$ cat src/rtl/ps2xt_pkg.sv
// Shared types and constants for the PS/2 set 2 to XT set 1 key converter.
package ps2xt_pkg;

    typedef enum logic [1:0] {
        IDLE,
        LOOKUP,
        PUSH_PFX,
        PUSH_CODE
    } state_t;

    localparam logic [7:0] XT_EXT_PREFIX = 8'hE0;
    localparam int         XT_BREAK_BIT  = 7;
    localparam logic [7:0] XT_NONE       = 8'h00;

    typedef struct packed {
        logic       pressed;
        logic       ext;
        logic [7:0] code;
    } key_evt_t;

endpackage

$ cat src/rtl/ps2xt_rom.sv
// Set 2 to set 1 make-code table with one cycle of read latency.
// Codes with no XT equivalent read back as XT_NONE.
module ps2xt_rom
    import ps2xt_pkg::*;
(
    input  logic       clk_sys,
    input  logic [7:0] addr_i,
    output logic [7:0] data_o
);

    logic [7:0] data_d;
    logic [7:0] data_q;

    always_comb begin
        data_d = XT_NONE;
        case (addr_i)
            8'h01: data_d = 8'h43;  8'h03: data_d = 8'h3F;  8'h04: data_d = 8'h3D;  8'h05: data_d = 8'h3B;
            8'h06: data_d = 8'h3C;  8'h07: data_d = 8'h58;  8'h09: data_d = 8'h44;  8'h0A: data_d = 8'h42;
            8'h0B: data_d = 8'h40;  8'h0C: data_d = 8'h3E;  8'h0D: data_d = 8'h0F;  8'h0E: data_d = 8'h29;
            8'h11: data_d = 8'h38;  8'h12: data_d = 8'h2A;  8'h14: data_d = 8'h1D;  8'h15: data_d = 8'h10;
            8'h16: data_d = 8'h02;  8'h1A: data_d = 8'h2C;  8'h1B: data_d = 8'h1F;  8'h1C: data_d = 8'h1E;
            8'h1D: data_d = 8'h11;  8'h1E: data_d = 8'h03;  8'h21: data_d = 8'h2E;  8'h22: data_d = 8'h2D;
            8'h23: data_d = 8'h20;  8'h24: data_d = 8'h12;  8'h25: data_d = 8'h05;  8'h26: data_d = 8'h04;
            8'h29: data_d = 8'h39;  8'h2A: data_d = 8'h2F;  8'h2B: data_d = 8'h21;  8'h2C: data_d = 8'h14;
            8'h2D: data_d = 8'h13;  8'h2E: data_d = 8'h06;  8'h31: data_d = 8'h31;  8'h32: data_d = 8'h30;
            8'h33: data_d = 8'h23;  8'h34: data_d = 8'h22;  8'h35: data_d = 8'h15;  8'h36: data_d = 8'h07;
            8'h3A: data_d = 8'h32;  8'h3B: data_d = 8'h24;  8'h3C: data_d = 8'h16;  8'h3D: data_d = 8'h08;
            8'h3E: data_d = 8'h09;  8'h41: data_d = 8'h33;  8'h42: data_d = 8'h25;  8'h43: data_d = 8'h17;
            8'h44: data_d = 8'h18;  8'h45: data_d = 8'h0B;  8'h46: data_d = 8'h0A;  8'h49: data_d = 8'h34;
            8'h4A: data_d = 8'h35;  8'h4B: data_d = 8'h26;  8'h4C: data_d = 8'h27;  8'h4D: data_d = 8'h19;
            8'h4E: data_d = 8'h0C;  8'h52: data_d = 8'h28;  8'h54: data_d = 8'h1A;  8'h55: data_d = 8'h0D;
            8'h58: data_d = 8'h3A;  8'h59: data_d = 8'h36;  8'h5A: data_d = 8'h1C;  8'h5B: data_d = 8'h1B;
            8'h5D: data_d = 8'h2B;  8'h66: data_d = 8'h0E;  8'h69: data_d = 8'h4F;  8'h6B: data_d = 8'h4B;
            8'h6C: data_d = 8'h47;  8'h70: data_d = 8'h52;  8'h71: data_d = 8'h53;  8'h72: data_d = 8'h50;
            8'h73: data_d = 8'h4C;  8'h74: data_d = 8'h4D;  8'h75: data_d = 8'h48;  8'h76: data_d = 8'h01;
            8'h77: data_d = 8'h45;  8'h78: data_d = 8'h57;  8'h79: data_d = 8'h4E;  8'h7A: data_d = 8'h51;
            8'h7B: data_d = 8'h4A;  8'h7C: data_d = 8'h37;  8'h7D: data_d = 8'h49;  8'h7E: data_d = 8'h46;
            8'h83: data_d = 8'h41;
            default: data_d = XT_NONE;
        endcase
    end

    always_ff @(posedge clk_sys) begin
        data_q <= data_d;
    end

    assign data_o = data_q;

endmodule

$ cat src/rtl/ps2_xt_keyconv.sv
// Turns hps_io ps2_key toggle events into XT set 1 bytes, queued in a FIFO
// and handed to the XT keyboard port through a valid/ack handshake.
module ps2_xt_keyconv
    import ps2xt_pkg::*;
#(
    parameter  int FIFO_DEPTH = 8,
    localparam int PTR_W      = $clog2(FIFO_DEPTH)
) (
    input  logic        clk_sys,
    input  logic        reset,
    input  logic [10:0] ps2_key,
    input  logic        kbd_clear,
    output logic [7:0]  xt_data,
    output logic        xt_valid,
    input  logic        xt_ack,
    output logic        overflow
);

    localparam logic [PTR_W:0] DEPTH_C = (PTR_W+1)'(FIFO_DEPTH);
    localparam logic [PTR_W:0] ONE_C   = (PTR_W+1)'(1);
    localparam logic [PTR_W:0] TWO_C   = (PTR_W+1)'(2);

    state_t         state_q;
    logic           armed_q, prev_tog_q, pend_v_q, overflow_q;
    key_evt_t       cur_q, pend_q, new_evt;
    logic [7:0]     m_q, rom_addr, rom_data, push_data, xt_data_q, xt_data_d;
    logic [7:0]     mem [FIFO_DEPTH];
    logic [PTR_W:0] wr_ptr_q, rd_ptr_q, rd_ptr_nxt, count, free_slots, need;
    logic           evt_hit, push, pop;

    assign new_evt  = key_evt_t'(ps2_key[9:0]);
    assign evt_hit  = armed_q && (ps2_key[10] != prev_tog_q);
    // Only meaningful in IDLE, where a queued event takes priority.
    assign rom_addr = pend_v_q ? pend_q.code : new_evt.code;

    ps2xt_rom u_rom (
        .clk_sys (clk_sys),
        .addr_i  (rom_addr),
        .data_o  (rom_data)
    );

    assign count      = wr_ptr_q - rd_ptr_q;
    assign free_slots = DEPTH_C - count;
    assign need       = cur_q.ext ? TWO_C : ONE_C;

    always_ff @(posedge clk_sys or posedge reset) begin
        if (reset) begin
            state_q    <= IDLE;
            armed_q    <= 1'b0;
            prev_tog_q <= 1'b0;
            cur_q      <= '0;
            pend_q     <= '0;
            pend_v_q   <= 1'b0;
            m_q        <= XT_NONE;
            overflow_q <= 1'b0;
        end else begin
            prev_tog_q <= ps2_key[10];
            armed_q    <= 1'b1;
            overflow_q <= 1'b0;
            if (kbd_clear) begin
                state_q  <= IDLE;
                pend_v_q <= 1'b0;
            end else begin
                case (state_q)
                    IDLE: begin
                        if (pend_v_q) begin
                            cur_q    <= pend_q;
                            state_q  <= LOOKUP;
                            pend_v_q <= evt_hit;
                            if (evt_hit) pend_q <= new_evt;
                        end else if (evt_hit) begin
                            cur_q   <= new_evt;
                            state_q <= LOOKUP;
                        end
                    end
                    LOOKUP: begin
                        m_q <= rom_data;
                        // Room for the whole sequence is reserved here so a prefix never goes out alone.
                        if (rom_data == XT_NONE) begin
                            state_q <= IDLE;
                        end else if (free_slots < need) begin
                            overflow_q <= 1'b1;
                            state_q    <= IDLE;
                        end else begin
                            state_q <= cur_q.ext ? PUSH_PFX : PUSH_CODE;
                        end
                    end
                    PUSH_PFX:  state_q <= PUSH_CODE;
                    PUSH_CODE: state_q <= IDLE;
                    default:   state_q <= IDLE;
                endcase
                if (evt_hit && state_q != IDLE) begin
                    if (pend_v_q) begin
                        overflow_q <= 1'b1;
                    end else begin
                        pend_q   <= new_evt;
                        pend_v_q <= 1'b1;
                    end
                end
            end
        end
    end

    always_comb begin
        push_data = m_q;
        push_data[XT_BREAK_BIT] = m_q[XT_BREAK_BIT] | ~cur_q.pressed;
        if (state_q == PUSH_PFX) push_data = XT_EXT_PREFIX;
    end

    assign push = !kbd_clear && (state_q == PUSH_PFX || state_q == PUSH_CODE);
    assign pop  = !kbd_clear && xt_ack && (wr_ptr_q != rd_ptr_q);

    assign rd_ptr_nxt = rd_ptr_q + {{PTR_W{1'b0}}, pop};
    // Bypass the array when the new head is the byte being written this cycle.
    assign xt_data_d  = (push && rd_ptr_nxt == wr_ptr_q) ? push_data : mem[rd_ptr_nxt[PTR_W-1:0]];

    always_ff @(posedge clk_sys) begin
        if (push) mem[wr_ptr_q[PTR_W-1:0]] <= push_data;
    end

    always_ff @(posedge clk_sys or posedge reset) begin
        if (reset) begin
            wr_ptr_q  <= '0;
            rd_ptr_q  <= '0;
            xt_data_q <= 8'h00;
        end else if (kbd_clear) begin
            wr_ptr_q <= '0;
            rd_ptr_q <= '0;
        end else begin
            if (push) wr_ptr_q <= wr_ptr_q + ONE_C;
            rd_ptr_q  <= rd_ptr_nxt;
            xt_data_q <= xt_data_d;
        end
    end

    assign xt_data  = xt_data_q;
    assign xt_valid = (wr_ptr_q != rd_ptr_q);
    assign overflow = overflow_q;

endmodule

$ cat config.mk
export PLATFORM = sky130hd
export DESIGN_NAME = ps2_xt_keyconv
export DESIGN_NICKNAME = d
export VERILOG_FILES = /design/src/rtl/ps2xt_pkg.sv /design/src/rtl/ps2xt_rom.sv /design/src/rtl/ps2_xt_keyconv.sv
export SDC_FILE = /design/constraint.sdc
export NUM_CORES = 1
export LEC_CHECK = 0
export BUFFER_PORTS_ARGS = -buffer_cell sky130_fd_sc_hd__buf_4
export CORE_MARGIN = 1.5
export CORE_UTILIZATION = 35
export DETAILED_ROUTE_END_ITERATION = 8
export GPL_ROUTABILITY_DRIVEN = 0
export PLACE_DENSITY_LB_ADDON = 0.05
export SLEW_MARGIN = 5
export SYNTH_ARGS = -nofsm -noshare
export SYNTH_HDL_FRONTEND = slang
export SYNTH_SLANG_ARGS = --single-unit
$ cat constraint.sdc
create_clock -name clk_sys -period 3.7 [get_ports clk_sys]
set_input_delay 0 -clock clk_sys [delete_from_list [all_inputs] [get_ports clk_sys]]
set_output_delay 0 -clock clk_sys [all_outputs]
set_load 0.02 [all_outputs]
==> flow_summary.ini, run 1 <==
[power_and_ir_drop]
p_switching_mw = 1.21
clockPowerShare = 0.252
seq_power_share = 0.475
internal_power_mw = 2.45
p_per_area_mw_per_mm2 = 529
leakagePower_nw = 2.56
comb_power_share = 0.273
vdd_drop_max_v = 0.000208
switching_share = 0.331

[logic_synthesis]
yosysSeqAreaShare = 0.501
synth_flop_cell = edfxtp_1
synth_seq_cells = 112
netlist_instances = 546
synth_edf_count = 64
syn-num-nets = 581
syn_area_sq_mm = 0.00616
yosysWarnings = 0
synth_most_common_cell = edfxtp_1
synth_common_cells = edfxtp_1, nand2_1, dfrtp_1, o21ai_0, a21oi_1
synthTopCellsByArea = edfxtp_1, dfrtp_1, mux4_2
synth_area_per_cell_sq_um = 11.3
yosysUniqueCellTypes = 62
async_flop_share = 0.366
yosysTopAreaCellShare = 0.312
yosys.area.top_type = edfxtp_1

[timing]
fin_worst_skew_ns = 0.00791
rsz0062_at_grt = false
worstMarginPinSlew_ns = 1.01
finalMaxSlewViolations = 0
timing.final.crit_share = 0.840
fin_ws_ns = 0.590
maxSlewHeadroom = 0.322
tns_ns = 0
finalSetupViolations = 0
hold_viol_final = 0
period_needed_ns = 3.11
timing.fmax_mhz = 322

[cts]
ctsLongestPathBuffers = 2
clkLatencyLatePin_ns = 0.35
cts_resized = 0
htree_levels = 3
clk_pin_slew_ns = 0.08
post_cts_buffers = 0
numCtsBuffers = 9
cts_tree = done
cts.sinks = 112
cts_root_buf = clkbuf_16

[floorplan]
die_height_um = 136
start_util = 0.358
die_area_sq_mm = 0.0184
fp.coreArea_sq_mm = 0.0172
core.rowCount = 48
io_pins = 25
die_x_um = 136

[worst_setup_path]
rr_startpoint = wr_ptr_q[1]
crit_slowest_cell = dfrtp_1
cp_max_fo = 16
path_cells = inv_1 -> ha_1 -> nand4_1 -> and3b_1 -> ha_1 -> buf_4 -> mux4_2 -> mux2i_1 -> nand2_1 -> o21ai_0 -> o21ai_0
ff2ff_path_depth = 11
crit_path_end_kind = flop
reg2reg_to = xt_data[3]
crit_family = multiplexers
critPathKind = reg -> reg
critPathArrivalTime_ns = 3.34
worstPathRequired_ns = 3.93
max_stage_delay_ns = 0.58
reg2reg_setup_slack_ns = 0.59
cp-start-kind = flop
crit_buf_inv = 2

[grt]
grt-ovfl-total = 0
grt_start_max_net_pins = 42
antenna_found_initial = 0
grt_pass1_wl_mm = 25.5
grt_usage = 0.185
grt_pass1_vias = 4343

[placement]
io_buffer_count = 24
place_ws_ns = 0.555
dpl_cell_area_sq_mm = 0.00652
dp_hpwl_mm = 10.7

[final_layout]
fin_nets = 601
drive_above_1_share = 0.180
fill_cells = 1679
final_cell_area_sq_mm = 0.00691
syn_to_final_growth_pct = 12.2
diodes = 0

[route]
antenna_left = 0
drt_wl_total_mm = 16.1
vias = 4451
post-route-drc-count = 0
vias_per_cell = 5.59
avgRoutedWirePerCell_um = 20.3
drt_iter0_drc = 386
drt-pass1-iter-count = 8

[min_path]
hold_path_class = in -> reg
worstHoldPathCells = 2
hold_start = kbd_clear
hold_end = rd_ptr_q[2]

[outcome]
outcome = complete, no violations

[run]
maxCapViolCount = 0
power groups by stage:
stage	Clock (mW)	Combinational, mW	Sequential, mW
after floorplan	0	0.726	1.72
after global placement	0	0.979	1.76
after detailed placement	0	0.991	1.77
after CTS	0.953	1.00	1.74
after global routing	0.998	1.10	1.76
final	0.921	0.998	1.74
metal layers:
metal	global-route usage	vias to the layer above	wire length (um)	share of wire
met5	0	-	0	0
met4	0.0777	0	429	0.027
met3	0.0262	27	742	0.046
met2	0.291	132	7480	0.46
met1	0.254	2215	7480	0.46
li1	-	2077	-	-
repair_timing:
action / 4_1_cts / 5_1_grt
hold endpoints to repair: 54 / 0
hold buffers: 12 / 0
endpoints found under the setup margin: 0 / 0
placed cells by master (no fill, tap or decap), drive strengths merged, types with 5 or more instances in the layout:
cell type / netlist / routed
xor2: 7 / 7
mux2i: 20 / 20
xnor2: 5 / 5
edfxtp: 64 / 64
o221ai: 5 / 5
mux2: 22 / 22
dlygate4sd3: 0 / 12
a21oi: 35 / 35
a211oi: 8 / 8
nor2: 29 / 29
nor3b: 6 / 6
and2: 6 / 6
ha: 19 / 19
inv: 18 / 20
buf: 24 / 36
dfrtp: 41 / 41
o21ai: 43 / 43
a31oi: 9 / 9
clkbuf: 15 / 10
dfxtp: 7 / 7
nand3: 17 / 17
nand2: 53 / 53
nor3: 14 / 14
mux4: 16 / 16
nand2b: 9 / 9
metrics by stage:
step	std cells	total power [mW]	utilization	hold WS, ns
after floorplan	546	2.44	-	0.0314
after global placement	768	2.74	0.378	0.126
after detailed placement	768	2.76	0.378	0.131
after CTS	796	3.70	0.401	0.0652
after global routing	796	3.87	0.401	0.0808
final	796	3.66	0.401	0.0761
how the worst max path moves through the flow:
stage | startpoint | endpoint | slack [ns] | depth (start not counted)
finish | wr_ptr_q[1] | xt_data[3] | 0.59 | 11
global route | wr_ptr_q[1] | xt_data[3] | 0.31 | 11
CTS | wr_ptr_q[1] | xt_data[3] | 0.54 | 11
detailed placement | wr_ptr_q[1] | xt_data[3] | 0.56 | 11
global placement | wr_ptr_q[1] | xt_data[3] | 0.61 | 11
floorplan | wr_ptr_q[1] | xt_data[5] | 0.37 | 14
layout make-up:
cell class | count | area [sq um] | area share
Clock inverter | 6 | 42.5 | 0.00615
Sequential cell | 112 | 3090 | 0.447
Inverter | 18 | 67.6 | 0.00978
Clock buffer | 10 | 229 | 0.0331
Multi-Input combinational cell | 377 | 2810 | 0.407
Timing Repair Buffer | 48 | 390 | 0.0565
Tap cell | 225 | 282 | 0.0407
cell families (layout without fill, tap and decap cells):
group / Yosys count / count (layout) / synth area share
flip-flops: 112 / 112 / 0.501
multiplexers: 58 / 58 / 0.136
AO/OA/AOI/OAI: 129 / 129 / 0.130
AND/OR/NAND/NOR: 157 / 157 / 0.124
buffers and inverters: 57 / 82 / 0.0469
XOR/XNOR: 12 / 12 / 0.0201
adder cells (fa/ha/maj): 20 / 20 / 0.0418
other: 1 / 1 / 0.000609
flip-flops by register name, summed over array words and instances, names as in the netlist:
name / cells
armed_q: 1
cur_q: 2
m_q: 7
mem: 64
overflow: 1
pend_q: 10
pend_v_q: 1
prev_tog_q: 1
rd_ptr_q: 4
state_q: 2
u_rom.data_o: 7
wr_ptr_q: 4
xt_data: 8
Power figures use the tool's default switching activity.
==> run 2: changes to the inputs <==
Clock period 3.7 ns to 2.8 ns, I/O delays scaled along.
==> run 2 against run 1 <==
  * Utilization grew 1.2 points
  * Sequential power grew 31%
  * Maximum frequency grew 18%
  * Non-clock buffer count grew 22
  * Final area grew 3.0%
  * Critical endpoint is now xt_data[1]
==> flow_summary.ini, run 2 (synthesized netlist as in run 1, its figures left out) <==
[route]
antenna_left = 0
post-route-drc-count = 0
top_layer_used = met4
drt_wl_total_mm = 15.7
drt_iter0_drc = 410
vias = 4516
dr_wl_met2_mm = 7.07
avgRoutedWirePerCell_um = 19.1
vias_per_cell = 5.52
wl_met1_mm = 7.53
drt-pass1-iter-count = 5
wl_met3_um = 840

[final_layout]
syn_to_final_growth_pct = 15.6
largest_register_ffs = 64
fin_nets = 623
final_cell_area_sq_mm = 0.00712
diodes = 0
fill_cells = 1617
drive_above_1_share = 0.218
layout_commonest_cell = edfxtp_1
final_cell_mix = edfxtp_1, buf_4, nand2_1

[cts]
post_cts_buffers = 0
numCtsBuffers = 9
htree_levels = 3
clkLatencyLatePin_ns = 0.35
cts.sinks = 112
ctsLongestPathBuffers = 2
cts_tree = done
clk_pin_slew_ns = 0.08
cts_root_buf = clkbuf_16

[floorplan]
core.rowCount = 48
die_x_um = 136
fp.coreArea_sq_mm = 0.0172
die_area_sq_mm = 0.0184
io_pins = 25
start_util = 0.358
die_height_um = 136

[run]
maxCapViolCount = 0

[worst_setup_path]
reg2reg_setup_slack_ns = 0.16
crit_slowest_cell = dfrtp_1
critPathArrivalTime_ns = 2.86
worstPathRequired_ns = 3.02
critPathKind = reg -> reg
cp_max_fo = 11
crit_path_end_kind = flop
ff2ff_path_depth = 12
path_cells = inv_4 -> ha_4 -> nand4_1 -> and3b_1 -> ha_2 -> ha_4 -> buf_4 -> mux4_2 -> mux2i_1 -> nand2_1 -> o21ai_1 -> o21ai_1
cp-start-kind = flop
max_stage_delay_ns = 0.39

[timing]
maxSlewHeadroom = 0.380
finalMaxSlewViolations = 0
fin_worst_skew_ns = 0.0136
tns_ns = 0
hold-worst-slack_ns = 0.194
finalSetupViolations = 0
worstMarginPinSlew_ns = 0.928
timing.final.crit_share = 0.942
rsz0062_at_grt = false
timing.fmax_mhz = 379
hold_viol_final = 0
period_needed_ns = 2.64

[min_path]
worstHoldPathCells = 3
hold_path_class = in -> reg

[power_and_ir_drop]
p_per_area_mw_per_mm2 = 693
vdd_drop_max_v = 0.000398
leakagePower_nw = 2.69

[grt]
grt_usage = 0.178
grt_pass1_vias = 4244
grt-ovfl-total = 0
antenna_found_initial = 0
grt_start_max_net_pins = 42
grt_pass1_wl_mm = 24.7

[outcome]
outcome = complete, no violations

[placement]
dpl_cell_area_sq_mm = 0.00670
io_buffer_count = 24
dp_hpwl_mm = 10.7
run 2: cell types whose count changed in the layout (fill, tap and decap cells not counted), sizes merged:
cell | before | now
clkbuf | 10 | 9
clkinv | 2 | 3
clkinvlp | 2 | 0
buf | 36 | 58
inv | 20 | 22
run 2: power breakdown:
group | switching (mW) | internal, mW
clock | 0.636 | 0.632
combinational | 0.828 | 0.564
sequential | 0.178 | 2.10
run 2: layout make-up:
cell class / instances / area, sq um / area share
Inverter: 18 / 70.1 / 0.00984
Tap cell: 225 / 282 / 0.0395
Timing Repair Buffer: 70 / 568 / 0.0798
Clock buffer: 9 / 225 / 0.0316
Multi-Input combinational cell: 377 / 2820 / 0.396
Clock inverter: 7 / 70.1 / 0.00984
Sequential cell: 112 / 3090 / 0.434
run 2: what timing repair did:
item                                    in CTS  in global routing
hold buffers                                12                  0
endpoints found under the setup margin       0                  9
hold endpoints to repair                    54                  0
gates resized for setup                      0                  2
run 2: final timing paths:
kind / from / end
max: wr_ptr_q[1] / xt_data[1]
min: kbd_clear / rd_ptr_q[2]
max reg2reg: wr_ptr_q[1] / xt_data[1]
min reg2reg: xt_data[0] / xt_data[0]
max in group asynchronous: reset / m_q[3]
min in group asynchronous: reset / armed_q
run 2: worst max-delay path: cells and delay by family, from the launching register on:
| kind | cells | cell delay [ns] |
|---|---|---|
| adder cells (fa/ha/maj) | 3 | 0.78 |
| multiplexers | 2 | 0.48 |
| AND/OR/NAND/NOR | 3 | 0.42 |
| flip-flops | 1 | 0.39 |
| buffers and inverters | 2 | 0.29 |
| AO/OA/AOI/OAI | 2 | 0.15 |
run 2: routing by layer:
layer  track usage  vias up
li1              -     2118
met1         0.262     2241
met2         0.265      137
met3        0.0397       20
met4        0.0460        0
met5             0        -
run 2: through the flow:
stage | instances | power, mW | setup slack (ns) | util
after floorplan | 546 | 3.25 | -0.143 | -
final | 818 | 4.94 | 0.164 | 0.413
after detailed placement | 790 | 3.69 | 0.165 | 0.389
after CTS | 818 | 4.99 | 0.147 | 0.413
after global routing | 818 | 5.24 | 0.0288 | 0.413
after global placement | 790 | 3.67 | 0.191 | 0.389
==> run 3: changes to the inputs <==
Settings changed: SETUP_SLACK_MARGIN set to 0.2.
==> run 3 against run 2 <==
  * Power grew 1.9%
  * Largest cell class unchanged
  * Clock power hardly changed
  * Final area increased by 2.4%
  * Register-to-register slack improved by 0.05 ns
  * Critical path type unchanged
  * Count of clock-buffer cells in the layout is the same
  * Flip-flop and latch count stayed put
  * Largest power group unchanged
  * Maximum frequency is 1.8% higher
  * Die area did not move
==> flow_summary.ini, run 3 (synthesized netlist as in run 1, its figures left out) <==
[worst_setup_path]
crit_slowest_cell = mux4_2
critPathArrivalTime_ns = 2.82
crit_family = multiplexers
path_cells = inv_2 -> ha_4 -> nand4_1 -> and3b_2 -> ha_4 -> buf_12 -> mux4_2 -> mux2i_1 -> nand2_2 -> o21ai_2 -> o21ai_1
cpMostUsedCell = ha_4
cp-start-kind = flop
crit_path_end_kind = flop
ff2ff_path_depth = 11
max_stage_delay_ns = 0.51
cp_max_fo = 5
critPathKind = reg -> reg
worstPathRequired_ns = 3.03
worst-path-stages = 11
crit_buf_inv = 2

[route]
vias = 4560
avgRoutedWirePerCell_um = 19.5
drt-pass1-iter-count = 5
drt_wl_total_mm = 16.1
drt_iter0_drc = 436
antenna_left = 0
vias_per_cell = 5.53
post-route-drc-count = 0

[final_layout]
syn_to_final_growth_pct = 18.3
largest_register_ffs = 64
ff_latch_area_sq_mm = 0.00309
drive_above_1_share = 0.250
fin_nets = 629
finalCoreUtilization = 0.423
layout_commonest_cell = edfxtp_1
fill_cells = 1610
diodes = 0
fin_cells = 824
multi_input_area_sq_mm = 0.00289
final_cell_mix = edfxtp_1, buf_4, nand2_1

[cts]
cts_tree = done
numCtsBuffers = 9
clkLatencyLatePin_ns = 0.35
htree_levels = 3
cts_root_buf = clkbuf_16
ctsLongestPathBuffers = 2
cts.sinks = 112
clk_pin_slew_ns = 0.08

[outcome]
outcome = complete, no violations

[min_path]
worstHoldPathCells = 4
hold_path_class = in -> reg

[floorplan]
die_x_um = 136
die_area_sq_mm = 0.0184
fp.coreArea_sq_mm = 0.0172
core.rowCount = 48
die_height_um = 136
start_util = 0.358
io_pins = 25

[power_and_ir_drop]
vdd_drop_max_v = 0.000398
p_per_area_mw_per_mm2 = 690
leakagePower_nw = 2.75

[timing]
finalMaxSlewViolations = 0
fin_ws_ns = 0.210
period_needed_ns = 2.59
fin_worst_skew_ns = 0.0153
maxSlewHeadroom = 0.381
hold_viol_final = 0
finalSetupViolations = 0
worstMarginPinSlew_ns = 0.927
tns_ns = 0
timing.final.crit_share = 0.925
timing.fmax_mhz = 386
rsz0062_at_grt = true

[run]
maxCapViolCount = 0

[grt]
grt_pass1_vias = 4253
antenna_found_initial = 0
grt_pass1_wl_mm = 24.8
grt_usage = 0.180
grt_start_max_net_pins = 42
grt-ovfl-total = 0

[placement]
place_ws_ns = 0.165
io_buffer_count = 24
dp_cells = 790
dp_hpwl_mm = 10.7
[run 3: cell count changes in the layout (fill, tap and decap cells not counted), moves of 2 or more]
cell,change
buf_6,+4
ha_1,-2
ha_4,+2
o21ai_2,+2
nand2_1,-4
mux2_2,-2
o21ai_1,-2
mux2_4,+2
nand2_2,+4
[run 3: final cells by class]
class / count / area share
clock buffer: 9 / 0.0309
clock inverter: 7 / 0.00961
inverter: 18 / 0.00961
multi-input combinational: 377 / 0.396
sequential: 112 / 0.424
tap: 225 / 0.0386
timing repair buffer: 76 / 0.0913
[run 3: power breakdown]
part	total, mW	internal [mW]	switching [mW]
clock network	1.28	0.632	0.648
logic	1.47	0.611	0.858
registers	2.28	2.10	0.180
[run 3: metrics by stage]
step / hold WS [ns] / cell area, sq um / power, mW
after floorplan: 0.0314 / 6230 / 3.25
after global placement: 0.126 / 6700 / 3.67
after detailed placement: 0.129 / 6700 / 3.69
after CTS: 0.193 / 7170 / 5.02
after global routing: 0.199 / 7290 / 5.32
final: 0.191 / 7290 / 5.03
[run 3: worst paths after layout]
| check | slack, ns | startpoint | to |
|---|---|---|---|
| max | 0.21 | wr_ptr_q[2] | xt_data[1] |
| min | 0.19 | kbd_clear | xt_data[7] |
| max reg2reg | 0.21 | wr_ptr_q[2] | xt_data[1] |
| min reg2reg | 0.50 | xt_data[0] | xt_data[0] |
| max in group asynchronous | 1.76 | reset | pend_v_q |
| min in group asynchronous | 0.41 | reset | armed_q |
[run 3: worst register-to-register path, stage by stage (launching register included)]
cell	delay, ns
dfrtp_1	0.37
inv_2	0.06
ha_4	0.26
nand4_1	0.13
and3b_2	0.25
ha_4	0.35
buf_12	0.15
mux4_2	0.52
mux2i_1	0.19
nand2_2	0.08
o21ai_2	0.05
o21ai_1	0.06
[run 3: what timing repair did]
action,CTS,global route
setup buffers,1,2
pin swaps,2,9
endpoints found under the hold margin,54,0
gates cloned,1,2
setup endpoints to repair,8,14
hold buffers,12,0
resized for setup,5,22
[run 3: layer usage]
metal	vias to the layer above	track usage	routed length, um
li1	2131	-	-
met1	2278	0.266	7830
met2	133	0.266	7220
met3	18	0.0397	829
met4	0	0.0460	182
met5	-	0	0
